===== src/rtl/io_uart_if.sv =====
// io_uart_if: datapath IO bus seen by memory-mapped peripherals.
//   io_address     - byte address from the datapath
//   io_write_value - write data
//   io_read_value  - read data, driven combinationally by the selected peripheral
//   io_write_en    - write strobe
//   io_read_en     - read strobe
//   io_data_size   - access size (peripherals may ignore it)
// master: the datapath side; slave: the peripheral side.
interface io_uart_if;
  logic [31:0] io_address;
  logic [31:0] io_write_value;
  logic [31:0] io_read_value;
  logic        io_write_en;
  logic        io_read_en;
  logic [2:0]  io_data_size;

  modport master (
    output io_address,
    output io_write_value,
    output io_write_en,
    output io_read_en,
    output io_data_size,
    input  io_read_value
  );

  modport slave (
    input  io_address,
    input  io_write_value,
    input  io_write_en,
    input  io_read_en,
    input  io_data_size,
    output io_read_value
  );
endinterface


===== src/rtl/io_uart.sv =====
// io_uart: memory-mapped 8N1 UART peripheral.
// A TX FIFO feeds a serial shifter; an RX deserializer feeds an RX FIFO.
// Register window (16 bytes at BASE_ADDR, word index = io_address[3:2]):
//   0x0 TXDATA   W: push byte             R: 0
//   0x4 RXDATA   R: head byte (0 if empty), a strobed read pops it
//   0x8 STATUS   R: {frame_err, rx_overrun, rx_valid, tx_idle, tx_full}
//                W: 1 to bit3 / bit4 clears the sticky flag
//   0xC BAUD_DIV R/W [15:0], clk cycles per bit, 0 is stored as 1
// Ports:
//   clk     - system clock, all state on rising edge
//   rst_n   - asynchronous active-low reset
//   io      - datapath IO bus (slave side), reads are combinational
//   uart_rx - serial input, asynchronous to clk
//   uart_tx - serial output, idles high
//   rx_irq  - high while the RX FIFO holds data
module io_uart #(
  parameter logic [31:0] BASE_ADDR   = 32'h0000_1000,
  parameter int          TX_DEPTH    = 4,
  parameter int          RX_DEPTH    = 4,
  parameter logic [15:0] DEFAULT_DIV = 16'd868
) (
  input  logic      clk,
  input  logic      rst_n,
  io_uart_if.slave  io,
  input  logic      uart_rx,
  output logic      uart_tx,
  output logic      rx_irq
);

  localparam int TX_AW = $clog2(TX_DEPTH);
  localparam int RX_AW = $clog2(RX_DEPTH);

  typedef enum logic [1:0] {S_IDLE, S_START, S_DATA, S_STOP} uart_state_t;

  // Mid-bit sample offset for the start bit, never zero so a DIV of 1 still works.
  function automatic logic [15:0] half_div(input logic [15:0] d);
    logic [15:0] h;
    h = d >> 1;
    return (h == 16'd0) ? 16'd1 : h;
  endfunction

  // ---------------------------------------------------------------------------
  // Address decode
  // ---------------------------------------------------------------------------
  logic       sel;
  logic [1:0] reg_idx;
  logic       wr_tx, rd_rx, wr_st, wr_bd;

  assign sel     = (io.io_address[31:4] == BASE_ADDR[31:4]);
  assign reg_idx = io.io_address[3:2];
  assign wr_tx   = sel && io.io_write_en && (reg_idx == 2'd0);
  assign rd_rx   = sel && io.io_read_en  && (reg_idx == 2'd1);
  assign wr_st   = sel && io.io_write_en && (reg_idx == 2'd2);
  assign wr_bd   = sel && io.io_write_en && (reg_idx == 2'd3);

  // Access size and the upper/lower address and data bits carry no meaning here.
  logic unused_bits;
  assign unused_bits = ^{io.io_data_size, io.io_address[1:0], io.io_write_value[31:16]};

  // ---------------------------------------------------------------------------
  // Baud divisor and sticky flags
  // ---------------------------------------------------------------------------
  logic [15:0] baud_div;
  logic        flag_ovr, flag_ferr;
  logic        ovr_set, ferr_set;

  always_ff @(posedge clk or negedge rst_n) begin
    if (!rst_n) begin
      baud_div  <= DEFAULT_DIV;
      flag_ovr  <= 1'b0;
      flag_ferr <= 1'b0;
    end else begin
      if (wr_bd)
        baud_div <= (io.io_write_value[15:0] == 16'd0) ? 16'd1 : io.io_write_value[15:0];
      // A new event in the same cycle as a clear keeps the flag set.
      flag_ovr  <= ovr_set  | (flag_ovr  & ~(wr_st & io.io_write_value[3]));
      flag_ferr <= ferr_set | (flag_ferr & ~(wr_st & io.io_write_value[4]));
    end
  end

  // ---------------------------------------------------------------------------
  // TX FIFO
  // ---------------------------------------------------------------------------
  logic [7:0]     tx_mem [TX_DEPTH];
  logic [TX_AW:0] tx_wptr, tx_rptr;
  logic           tx_full, tx_empty, tx_push, tx_pop;
  logic [7:0]     tx_head;

  assign tx_empty = (tx_wptr == tx_rptr);
  assign tx_full  = (tx_wptr[TX_AW] != tx_rptr[TX_AW]) &&
                    (tx_wptr[TX_AW-1:0] == tx_rptr[TX_AW-1:0]);
  // Full is judged before this cycle's shifter pop, so a write into a full FIFO drops.
  assign tx_push  = wr_tx && !tx_full;
  assign tx_head  = tx_mem[tx_rptr[TX_AW-1:0]];

  always_ff @(posedge clk or negedge rst_n) begin
    if (!rst_n) begin
      tx_wptr <= '0;
      tx_rptr <= '0;
    end else begin
      if (tx_push) tx_wptr <= tx_wptr + (TX_AW+1)'(1);
      if (tx_pop)  tx_rptr <= tx_rptr + (TX_AW+1)'(1);
    end
  end

  always_ff @(posedge clk) begin
    if (tx_push) tx_mem[tx_wptr[TX_AW-1:0]] <= io.io_write_value[7:0];
  end

  // ---------------------------------------------------------------------------
  // TX shifter
  // ---------------------------------------------------------------------------
  uart_state_t tx_state, tx_state_n;
  logic [15:0] tx_cnt, tx_cnt_n, tx_div, tx_div_n;
  logic [2:0]  tx_bit, tx_bit_n;
  logic [7:0]  tx_sh, tx_sh_n;
  logic        tx_bnd, tx_idle;

  // Divisor is latched per bit so a BAUD_DIV write only lands on a bit boundary.
  assign tx_bnd  = (tx_cnt == tx_div - 16'd1);
  assign tx_idle = tx_empty && (tx_state == S_IDLE);

  always_ff @(posedge clk or negedge rst_n) begin
    if (!rst_n) begin
      tx_state <= S_IDLE;
      tx_cnt   <= 16'd0;
      tx_div   <= DEFAULT_DIV;
      tx_bit   <= 3'd0;
    end else begin
      tx_state <= tx_state_n;
      tx_cnt   <= tx_cnt_n;
      tx_div   <= tx_div_n;
      tx_bit   <= tx_bit_n;
    end
  end

  always_ff @(posedge clk) begin
    tx_sh <= tx_sh_n;
  end

  always_comb begin
    tx_state_n = tx_state;
    tx_cnt_n   = tx_cnt;
    tx_div_n   = tx_div;
    tx_bit_n   = tx_bit;
    tx_sh_n    = tx_sh;
    tx_pop     = 1'b0;
    case (tx_state)
      S_IDLE: begin
        if (!tx_empty) begin
          tx_pop     = 1'b1;
          tx_sh_n    = tx_head;
          tx_state_n = S_START;
          tx_cnt_n   = 16'd0;
          tx_bit_n   = 3'd0;
          tx_div_n   = baud_div;
        end
      end
      S_START: begin
        if (tx_bnd) begin
          tx_state_n = S_DATA;
          tx_cnt_n   = 16'd0;
          tx_bit_n   = 3'd0;
          tx_div_n   = baud_div;
        end else begin
          tx_cnt_n = tx_cnt + 16'd1;
        end
      end
      S_DATA: begin
        if (tx_bnd) begin
          tx_cnt_n = 16'd0;
          tx_div_n = baud_div;
          tx_sh_n  = {1'b0, tx_sh[7:1]};
          if (tx_bit == 3'd7) tx_state_n = S_STOP;
          else                tx_bit_n   = tx_bit + 3'd1;
        end else begin
          tx_cnt_n = tx_cnt + 16'd1;
        end
      end
      S_STOP: begin
        if (tx_bnd) begin
          tx_cnt_n = 16'd0;
          tx_div_n = baud_div;
          // Chain straight into the next frame so queued bytes go out gap-free.
          if (!tx_empty) begin
            tx_pop     = 1'b1;
            tx_sh_n    = tx_head;
            tx_state_n = S_START;
            tx_bit_n   = 3'd0;
          end else begin
            tx_state_n = S_IDLE;
          end
        end else begin
          tx_cnt_n = tx_cnt + 16'd1;
        end
      end
      default: tx_state_n = S_IDLE;
    endcase
  end

  // Line level decodes from reset-cleared state, so reset forces it high at once.
  always_comb begin
    case (tx_state)
      S_START: uart_tx = 1'b0;
      S_DATA:  uart_tx = tx_sh[0];
      default: uart_tx = 1'b1;
    endcase
  end

  // ---------------------------------------------------------------------------
  // RX synchronizer
  // ---------------------------------------------------------------------------
  logic rx_meta, rs;

  always_ff @(posedge clk or negedge rst_n) begin
    if (!rst_n) begin
      rx_meta <= 1'b1;
      rs      <= 1'b1;
    end else begin
      rx_meta <= uart_rx;
      rs      <= rx_meta;
    end
  end

  // ---------------------------------------------------------------------------
  // RX deserializer
  // ---------------------------------------------------------------------------
  uart_state_t rx_state, rx_state_n;
  logic [15:0] rx_cnt, rx_cnt_n, rx_div, rx_div_n;
  logic [2:0]  rx_bit, rx_bit_n;
  logic [7:0]  rx_sh, rx_sh_n;
  logic        rx_armed, rx_armed_n;
  logic        rx_push_req;

  always_ff @(posedge clk or negedge rst_n) begin
    if (!rst_n) begin
      rx_state <= S_IDLE;
      rx_cnt   <= 16'd0;
      rx_div   <= DEFAULT_DIV;
      rx_bit   <= 3'd0;
      rx_armed <= 1'b1;
    end else begin
      rx_state <= rx_state_n;
      rx_cnt   <= rx_cnt_n;
      rx_div   <= rx_div_n;
      rx_bit   <= rx_bit_n;
      rx_armed <= rx_armed_n;
    end
  end

  always_ff @(posedge clk) begin
    rx_sh <= rx_sh_n;
  end

  always_comb begin
    rx_state_n  = rx_state;
    rx_cnt_n    = rx_cnt;
    rx_div_n    = rx_div;
    rx_bit_n    = rx_bit;
    rx_sh_n     = rx_sh;
    rx_armed_n  = rx_armed;
    rx_push_req = 1'b0;
    ferr_set    = 1'b0;
    case (rx_state)
      S_IDLE: begin
        // After a framing error the line must return high before a new start is accepted.
        if (rs) begin
          rx_armed_n = 1'b1;
        end else if (rx_armed) begin
          rx_state_n = S_START;
          rx_cnt_n   = 16'd0;
          rx_div_n   = baud_div;
        end
      end
      S_START: begin
        if (rx_cnt == half_div(rx_div)) begin
          rx_cnt_n   = 16'd0;
          rx_bit_n   = 3'd0;
          rx_div_n   = baud_div;
          rx_state_n = rs ? S_IDLE : S_DATA;
        end else begin
          rx_cnt_n = rx_cnt + 16'd1;
        end
      end
      S_DATA: begin
        if (rx_cnt == rx_div - 16'd1) begin
          rx_cnt_n = 16'd0;
          rx_div_n = baud_div;
          rx_sh_n  = {rs, rx_sh[7:1]};
          if (rx_bit == 3'd7) rx_state_n = S_STOP;
          else                rx_bit_n   = rx_bit + 3'd1;
        end else begin
          rx_cnt_n = rx_cnt + 16'd1;
        end
      end
      S_STOP: begin
        if (rx_cnt == rx_div - 16'd1) begin
          rx_cnt_n   = 16'd0;
          rx_state_n = S_IDLE;
          if (rs) begin
            rx_push_req = 1'b1;
          end else begin
            ferr_set   = 1'b1;
            rx_armed_n = 1'b0;
          end
        end else begin
          rx_cnt_n = rx_cnt + 16'd1;
        end
      end
      default: rx_state_n = S_IDLE;
    endcase
  end

  // ---------------------------------------------------------------------------
  // RX FIFO
  // ---------------------------------------------------------------------------
  logic [7:0]     rx_mem [RX_DEPTH];
  logic [RX_AW:0] rx_wptr, rx_rptr;
  logic           rx_full, rx_empty, rx_push, rx_pop;
  logic [7:0]     rx_head;

  assign rx_empty = (rx_wptr == rx_rptr);
  assign rx_full  = (rx_wptr[RX_AW] != rx_rptr[RX_AW]) &&
                    (rx_wptr[RX_AW-1:0] == rx_rptr[RX_AW-1:0]);
  assign rx_pop   = rd_rx && !rx_empty;
  // A pop in the same cycle frees the slot, so push and pop both succeed on full.
  assign rx_push  = rx_push_req && (!rx_full || rx_pop);
  assign ovr_set  = rx_push_req && rx_full && !rx_pop;
  assign rx_head  = rx_mem[rx_rptr[RX_AW-1:0]];
  assign rx_irq   = !rx_empty;

  always_ff @(posedge clk or negedge rst_n) begin
    if (!rst_n) begin
      rx_wptr <= '0;
      rx_rptr <= '0;
    end else begin
      if (rx_push) rx_wptr <= rx_wptr + (RX_AW+1)'(1);
      if (rx_pop)  rx_rptr <= rx_rptr + (RX_AW+1)'(1);
    end
  end

  always_ff @(posedge clk) begin
    if (rx_push) rx_mem[rx_wptr[RX_AW-1:0]] <= rx_sh;
  end

  // ---------------------------------------------------------------------------
  // Combinational read-back
  // ---------------------------------------------------------------------------
  logic [31:0] rdata;

  always_comb begin
    rdata = 32'd0;
    if (sel && io.io_read_en) begin
      case (reg_idx)
        2'd0:    rdata = 32'd0;
        2'd1:    rdata = rx_empty ? 32'd0 : {24'd0, rx_head};
        2'd2:    rdata = {27'd0, flag_ferr, flag_ovr, !rx_empty, tx_idle, tx_full};
        default: rdata = {16'd0, baud_div};
      endcase
    end
  end

  assign io.io_read_value = rdata;

endmodule

===== src/flat_wrapper.sv =====
// flat-port wrapper written by rule: the top's interface ports become plain ports
module io_uart_flat 
#(
  parameter logic [31:0] BASE_ADDR   = 32'h0000_1000,
  parameter int          TX_DEPTH    = 4,
  parameter int          RX_DEPTH    = 4,
  parameter logic [15:0] DEFAULT_DIV = 16'd868
)
  (clk, rst_n, uart_rx, uart_tx, rx_irq, io_io_address, io_io_write_value, io_io_write_en, io_io_read_en, io_io_data_size, io_io_read_value);
  io_uart_if io_i ();
  input  logic clk;
  input  logic rst_n;
  input  logic uart_rx;
  output logic uart_tx;
  output logic rx_irq;
  input wire logic [$bits(io_i.io_address)-1:0] io_io_address;
  input wire logic [$bits(io_i.io_write_value)-1:0] io_io_write_value;
  input wire logic [$bits(io_i.io_write_en)-1:0] io_io_write_en;
  input wire logic [$bits(io_i.io_read_en)-1:0] io_io_read_en;
  input wire logic [$bits(io_i.io_data_size)-1:0] io_io_data_size;
  output wire logic [$bits(io_i.io_read_value)-1:0] io_io_read_value;
  assign io_i.io_address = io_io_address;
  assign io_i.io_write_value = io_io_write_value;
  assign io_i.io_write_en = io_io_write_en;
  assign io_i.io_read_en = io_io_read_en;
  assign io_i.io_data_size = io_io_data_size;
  assign io_io_read_value = io_i.io_read_value;
  io_uart #(.BASE_ADDR(BASE_ADDR), .TX_DEPTH(TX_DEPTH), .RX_DEPTH(RX_DEPTH), .DEFAULT_DIV(DEFAULT_DIV)) u_core (.clk(clk), .rst_n(rst_n), .io(io_i), .uart_rx(uart_rx), .uart_tx(uart_tx), .rx_irq(rx_irq));
endmodule

===== config.mk =====
export PLATFORM = sky130hd
export DESIGN_NAME = io_uart_flat
export DESIGN_NICKNAME = d
export VERILOG_FILES = /design/src/rtl/io_uart_if.sv /design/src/rtl/io_uart.sv /design/src/flat_wrapper.sv
export SDC_FILE = /design/constraint.sdc
export NUM_CORES = 1
export LEC_CHECK = 0
export BUFFER_PORTS_ARGS = -buffer_cell sky130_fd_sc_hd__buf_4
export CORE_ASPECT_RATIO = 0.8
export CORE_MARGIN = 10
export CORE_UTILIZATION = 54
export DETAILED_ROUTE_END_ITERATION = 12
export PLACE_DENSITY = 0.77
export SYNTH_ARGS = -nofsm -noshare
export SYNTH_HDL_FRONTEND = slang
export SYNTH_SLANG_ARGS = --single-unit

===== constraint.sdc =====
create_clock -name clk -period 3.75 [get_ports clk]
set_clock_uncertainty 0.2 [all_clocks]
set_input_delay 0.375 -clock clk [delete_from_list [all_inputs] [get_ports clk]]
set_output_delay 0.375 -clock clk [all_outputs]
set_load 0.005 [all_outputs]

==> results of run 1 <==
[sequential cells by signal (all words and copies together) (netlist names), 8 cells and up, named ones only]
name and cells:
u_core.baud_div 16, u_core.rx_cnt 16, u_core.rx_div 16, u_core.rx_mem 32, u_core.rx_sh 8, u_core.tx_cnt 16, u_core.tx_div 16, u_core.tx_mem 32
u_core.tx_sh 8
[worst max path at each step]
stage,to
floorplan,u_core.rx_sh[0]
finish,u_core.rx_div[10]
global placement,u_core.rx_div[13]
CTS,u_core.rx_div[10]
global route,u_core.rx_div[11]
detailed placement,u_core.rx_div[10]
[placed cells by master (no fill, tap or decap), types with 4 or more instances in the layout]
master | netlist | routed
nor2_1 | 38 | 38
buf_4 | 18 | 88
edfxtp_1 | 80 | 80
nand3_1 | 24 | 24
buf_12 | 0 | 4
mux2_2 | 53 | 53
nand2_1 | 47 | 47
dlygate4sd3_1 | 0 | 18
o21ai_0 | 33 | 33
nor3_1 | 17 | 17
clkbuf_16 | 0 | 17
inv_1 | 27 | 27
or3_1 | 5 | 5
xnor2_1 | 28 | 28
dfstp_2 | 18 | 18
nand2b_1 | 21 | 21
nand4_1 | 12 | 12
mux2i_1 | 5 | 5
a41oi_1 | 4 | 4
a21oi_1 | 33 | 33
and3_1 | 16 | 16
clkinv_8 | 0 | 4
nand3b_1 | 5 | 5
or4_1 | 7 | 7
nor2b_1 | 4 | 4
nor4_1 | 21 | 21
conb_1 | 1 | 16
and2_1 | 19 | 19
a22o_1 | 8 | 8
xor2_1 | 40 | 40
dfrtp_1 | 89 | 89
inv_8 | 0 | 5
ha_1 | 24 | 24
a31oi_1 | 22 | 22
mux4_2 | 16 | 16
nor3b_1 | 14 | 14
[through the flow]
stage | hold slack [ns] | instance area, sq um | cells | util
4_1_cts | 0.1590 | 11460 | 1179 | 0.6330
3_3_place_gp | 0.1472 | 10690 | 1129 | 0.5902
2_1_floorplan | -0.1206 | 9978 | 867 | -
5_1_grt | 0.1692 | 11470 | 1179 | 0.6334
3_5_place_dp | 0.1475 | 10690 | 1129 | 0.5902
6_report | 0.1593 | 11470 | 1179 | 0.6334
[repair_timing]
action                                 4_1_cts  5_1_grt
buffers inserted                             0        0
setup endpoints to repair                    0       21
resized for setup                            0        1
endpoints found under the hold margin       86        0
hold buffers                                18        0
[kinds of logic after synthesis]
| group | Yosys count | share of synthesized area |
|---|---|---|
| compound gates | 141 | 0.09458 |
| xor+xnor | 68 | 0.06003 |
| fa+ha+maj | 24 | 0.03027 |
| buf+inv | 87 | 0.04212 |
| flops | 187 | 0.5142 |
| mux | 76 | 0.1042 |
| other cells | 1 | 0.0003779 |
| simple gates | 268 | 0.1542 |
[where the power goes]
part | internal [mW] | leakage [nW] | total, mW | switching [mW]
sequential | 2.17 | 2.09 | 2.26 | 0.0865
clock | 0.901 | 0.290 | 1.80 | 0.896
combinational | 0.204 | 2.53 | 0.457 | 0.252
total | 3.28 | 4.91 | 4.51 | 1.23
[area by class of cell]
| cell class | count | area, sq um | area share |
|---|---|---|---|
| inverters | 27 | 101.3 | 0.008834 |
| well taps | 230 | 287.8 | 0.02508 |
| repair buffers | 110 | 920.9 | 0.08027 |
| flip-flops and latches | 187 | 5102 | 0.4448 |
| clock buffers | 18 | 429.2 | 0.03741 |
| multi-input cells | 593 | 4466 | 0.3892 |
| clock inverters | 14 | 165.2 | 0.01440 |
[per-layer routing]
metal / vias up / routed length [um] / global-route usage
li1: 3279 / - / -
met1: 3399 / 10260 / 0.2564
met2: 187 / 10000 / 0.2825
met3: 34 / 1259 / 0.04102
met4: 0 / 433 / 0.06487
met5: - / 0 / 0
[worst register-to-register path: stages, from the launching register on]
cell       delay [ns]
dfstp_2          0.42
or4_1            0.64
o41a_1           0.37
a211oi_1         0.29
a211oi_2         0.09
o2111ai_2        0.32
a21oi_1          0.17
o21ai_4          0.47
mux2_2           0.41
==> flow_metrics.env, run 1 <==
export IMPL_run_status="complete, no violations"
export IMPL_clock_pin_slew_worst_setup_and_hold_paths_ns=0.08
export IMPL_slew_viol_final=0
export IMPL_area_growth_synth_to_final_pct=15.62
export IMPL_cp_data_arrival_time_ns=3.60
export IMPL_synthesis_stage_register_bit_count=187
export IMPL_power_per_cell_area_nw_per_um2=393.3
export IMPL_global_route_usage_total=0.1859
export IMPL_static_leakage_power_nw=4.912
export IMPL_clock_sinks=187
export IMPL_grt_pass1_wl_um=35830
export IMPL_setup_worst_path_start="u_core.rx_div[8]"
export IMPL_clk_root_buffer_cell="clkbuf_16"
export IMPL_crit_reg2reg_launch="u_core.rx_div[8]"
export IMPL_grt_max_degree=56
export IMPL_first_global_vias=6799
export IMPL_final_setup_tns_ns=0
export IMPL_grt_ovfl_total=0
export IMPL_initial_antenna_violation_count=0
export IMPL_synth_most_common_cell="dfrtp_1"
export IMPL_cap_violations=0
export IMPL_number_of_flops_mapped_to_enable_cells_by_yosys=80
export IMPL_path_delay_family="compound AO/OA/AOI/OAI gates"
export IMPL_layout_drive_gt1_share=0.2434
export IMPL_setup_repair_after_global_routing_missed_its_margin="false"
export IMPL_path_cells="or4_1 -> o41a_1 -> a211oi_1 -> a211oi_2 -> o2111ai_2 -> a21oi_1 -> o21ai_4 -> mux2_2"
export IMPL_tot_pwr_mw=4.512
export IMPL_hold_depth=0
export IMPL_regToRegSetupSlack_ns=0.26
export IMPL_starting_utilization_of_the_core_area=0.5478
export IMPL_synth_yosys_warnings=0
export IMPL_final_clock_period_utilization_by_the_worst_path=0.9302
export IMPL_design_core_area_sq_um=18110
export IMPL_holdPathEnd="u_core.rs"
export IMPL_netlist_cell_type_count=74
export IMPL_timing_final_ws_setup_ns=0.2617
export IMPL_hold_path_class="flip-flop to flip-flop"
export IMPL_worst_path_stages=8
export IMPL_source_to_sink_clock_delay_at_the_later_pin_of_the_worst_skew_pair_ns=0.44
export IMPL_startpoint_type="flip-flop"
export IMPL_detail_route_iter0_violations=546
export IMPL_tightestPinTransition_ns=1.161
export IMPL_ir_drop_v=0.0002648
export IMPL_pre_cts_ws_ns=0.1260
export IMPL_r2r_end="u_core.rx_div[10]"
export IMPL_worstRegToRegCells=8
export IMPL_wl_per_cell_um=18.62
export IMPL_finalHoldViolCount=0
export IMPL_route_antenna_remaining_nets=0
export IMPL_ctsHtreeMaxLevel=4
export IMPL_drt_vias_per_instance=5.852
export IMPL_cpPeakStageDelay_ns=0.64
export IMPL_fmaxAchievable_mhz=286.7
export IMPL_port_buffers=68
export IMPL_clock_tree_buffer_depth=2
export IMPL_mappedNetlistArea_sq_um=9922
export IMPL_tritoncts="yes"
export IMPL_fp_dieH_um=141.2
export IMPL_die_w_um=171.6
export IMPL_std_cell_rows=44
export IMPL_critical_path_buf_inv_count=0
export IMPL_clock_period_minus_final_worst_setup_slack_ns=3.488
export IMPL_timing_max_slew_rel_slack=0.2198
export IMPL_setup_viol=0
export IMPL_total_inserted_antenna_cells=0
export IMPL_syn_area_per_cell_sq_um=11.65
export IMPL_yosys_area_top_type_share=0.2421
export IMPL_dr_pass1_iterations=5
export IMPL_cp_slowest_cell="or4_1"
export IMPL_io_pins=106
export IMPL_cp_required_ns=3.87
export IMPL_synth_common_cells="dfrtp_1 (89), edfxtp_1 (80), mux2_2 (53)"
export IMPL_cell_type_contributing_the_most_total_cell_area_after_synthesis="edfxtp_1"
export IMPL_finalWirelength_um=21950
export IMPL_timing_critical_path_fanout_max=16
export IMPL_synth_async_sr_flop_share=0.5722
export IMPL_syn_inst=852
export IMPL_critPathKind="flip-flop to flip-flop"
export IMPL_min_from="u_core.rx_meta"
export IMPL_via_count=6899
export IMPL_dp_hpwl_um=15310
export IMPL_nFillCells=1409
export IMPL_synth_yosys_seq_area_share=0.5142
export IMPL_post_route_drc_count=0
export IMPL_synth_top_cells_by_area="edfxtp_1 (24%), dfrtp_1 (22%), mux2_2 (6.0%), dfstp_2 (4.8%), mux4_2 (3.6%)"
export IMPL_synthFlopType="dfrtp_1"
export IMPL_crit_path_end_kind="flip-flop"
export IMPL_layout_nets=1032
export IMPL_numCtsBuffers=17
export IMPL_die_footprint_sq_um=24230
export IMPL_globalplace_congestion=0.8523
(Power assumes the default switching activity.)
==> run 2: changes to the inputs <==
--- a/config.mk
+++ b/config.mk
@@ -10,6 +10,7 @@
 export CORE_MARGIN = 10
 export CORE_UTILIZATION = 54
 export DETAILED_ROUTE_END_ITERATION = 12
+export GPL_TIMING_DRIVEN = 0
 export PLACE_DENSITY = 0.77
 export SYNTH_ARGS = -nofsm -noshare
 export SYNTH_HDL_FRONTEND = slang
==> run 2 against run 1 <==
Count of clock-buffer cells in the layout is the same; routed wire length grew 3.5%; core utilization grew 2.1 points; first-iteration DRC count grew 29%; clock power is essentially flat; design area grew 3.2%; via count grew 4.2%; sequential power shrank 2%; highest routed layer unchanged.
==> flow_metrics.env, run 2 (synthesis results as in run 1) <==
export IMPL_power_per_cell_area_nw_per_um2=386.0
export IMPL_crit_path_end_kind="flip-flop"
export IMPL_tritoncts="yes"
export IMPL_design_area_sq_um=11840
export IMPL_regToRegSetupSlack_ns=0.07
export IMPL_hold_path_class="primary input to flip-flop"
export IMPL_layoutNonFillerInstCount=1231
export IMPL_clk_root_buffer_cell="clkbuf_16"
export IMPL_dr_pass1_iterations=5
export IMPL_route_antenna_remaining_nets=0
export IMPL_final_clock_period_utilization_by_the_worst_path=0.9801
export IMPL_port_buffers=68
export IMPL_wl_per_cell_um=18.45
export IMPL_clock_period_minus_final_worst_setup_slack_ns=3.675
export IMPL_setup_repair_after_global_routing_missed_its_margin="true"
export IMPL_design_core_area_sq_um=18110
export IMPL_via_count=7191
export IMPL_initial_antenna_violation_count=0
export IMPL_static_leakage_power_nw=5.079
export IMPL_die_w_um=171.6
export IMPL_area_growth_synth_to_final_pct=19.37
export IMPL_sequential_cell_area_sq_um=5105
export IMPL_layout_nets=1084
export IMPL_std_cell_rows=44
export IMPL_min_from="io_io_address[2]"
export IMPL_drt_vias_per_instance=5.842
export IMPL_grt_max_degree=108
export IMPL_clock_tree_buffer_depth=2
export IMPL_run_status="complete, no violations"
export IMPL_globalplace_congestion=0.8960
export IMPL_layout_cells_most_common="buf_4"
export IMPL_io_pins=106
export IMPL_clock_sinks=187
export IMPL_holdPathEnd="u_core.tx_wptr[0]"
export IMPL_ir_drop_v=0.0002668
export IMPL_startpoint_type="flip-flop"
export IMPL_fmaxAchievable_mhz=272.1
export IMPL_fp_dieH_um=141.2
export IMPL_worst_hold_slack_ns=0.1186
export IMPL_timing_max_slew_rel_slack=0.2578
export IMPL_clock_pin_slew_worst_setup_and_hold_paths_ns=0.08
export IMPL_setup_viol=0
export IMPL_tightestPinTransition_ns=1.105
export IMPL_cap_violations=0
export IMPL_finalHoldViolCount=0
export IMPL_worstRegToRegCells=10
export IMPL_r2r_end="u_core.tx_sh[0]"
export IMPL_critPathKind="flip-flop to flip-flop"
export IMPL_post_route_util=0.6539
export IMPL_grt_pass1_wl_um=36560
export IMPL_final_setup_tns_ns=0
export IMPL_grt_ovfl_total=0
export IMPL_layout_drive_gt1_share=0.2717
export IMPL_dp_cells=1165
export IMPL_timing_critical_path_fanout_max=10
export IMPL_crit_reg2reg_launch="u_core.tx_div[5]"
export IMPL_starting_utilization_of_the_core_area=0.5478
export IMPL_slew_viol_final=0
export IMPL_multi_input_comb_area_sq_um=4574
export IMPL_ctsHtreeMaxLevel=4
export IMPL_cp_data_arrival_time_ns=3.64
export IMPL_global_route_usage_total=0.1904
export IMPL_source_to_sink_clock_delay_at_the_later_pin_of_the_worst_skew_pair_ns=0.44
export IMPL_dp_hpwl_um=15600
export IMPL_hold_depth=3
export IMPL_die_footprint_sq_um=24230
export IMPL_numCtsBuffers=17
export IMPL_post_route_drc_count=0
export IMPL_detail_route_iter0_violations=704
export IMPL_nFillCells=1383
export IMPL_cp_required_ns=3.71
export IMPL_placedInstanceArea_sq_um=10780
export IMPL_first_global_vias=6869
export IMPL_finalWirelength_um=22720
export IMPL_total_inserted_antenna_cells=0
export IMPL_final_cell_mix="buf_4 (101), dfrtp_1 (87), edfxtp_1 (80)"
[run 2: area by class of cell]
cell class,count,share of cell area
Sequential cell,187,0.4310
Inverter,27,0.008557
Buffer,58,0.02609
Tap cell,230,0.02430
Clock buffer,18,0.03623
Multi-Input combinational cell,593,0.3862
Clock inverter,14,0.01479
Timing Repair Buffer,104,0.07279
[run 2: repair_timing]
action,in CTS,in global routing
gates resized for setup,16,16
pin swaps,3,11
endpoints found under the hold margin,41,67
hold buffers,17,1
setup endpoints to repair,48,94
buffers inserted,2,15
[run 2: worst max-delay path by stage]
stage                     startpoint           endpoint  slack, ns  depth (start not counted)
floorplan           u_core.rx_div[3]    u_core.rx_sh[0]       0.13                          8
global placement    u_core.rx_div[3]    u_core.rx_sh[0]      -0.44                          8
detailed placement  u_core.rx_div[3]    u_core.rx_sh[0]      -0.51                          8
CTS                 u_core.tx_div[5]  u_core.tx_div[12]      0.003                         11
global route        u_core.tx_div[4]    u_core.tx_sh[4]      -0.04                         10
finish              u_core.tx_div[5]    u_core.tx_sh[0]       0.07                         10
[run 2: worst max-delay path, stage by stage (launching register included)]
cell and delay (ns):
dfstp_2 0.36, clkbuf_1 0.18, or4_1 0.54, clkbuf_1 0.20, nor4_1 0.37, xnor2_1 0.20, o21ai_0 0.20, nor4_4 0.36
nand2_2 0.26, a221oi_4 0.35, buf_12 0.17
[run 2: metal layers]
| layer | vias to the layer above | part of all wire | track usage |
|---|---|---|---|
| met4 | 0 | 0.011 | 0.04386 |
| met3 | 26 | 0.067 | 0.04743 |
| met2 | 250 | 0.46 | 0.2848 |
| li1 | 3393 | - | - |
| met5 | - | 0 | 0 |
| met1 | 3522 | 0.46 | 0.2717 |
[run 2: per-stage QoR]
stage	power (mW)	setup slack [ns]
after floorplan	2.603	0.1310
after global placement	2.756	-0.4445
after detailed placement	2.769	-0.5110
after CTS	4.591	0.003060
after global routing	4.763	-0.04319
final	4.572	0.07480
[run 2: power breakdown]
group	total [mW]	internal, mW	switching, mW
Sequential	2.22	2.17	0.0447
Clock	1.81	0.903	0.908
Combinational	0.544	0.235	0.309
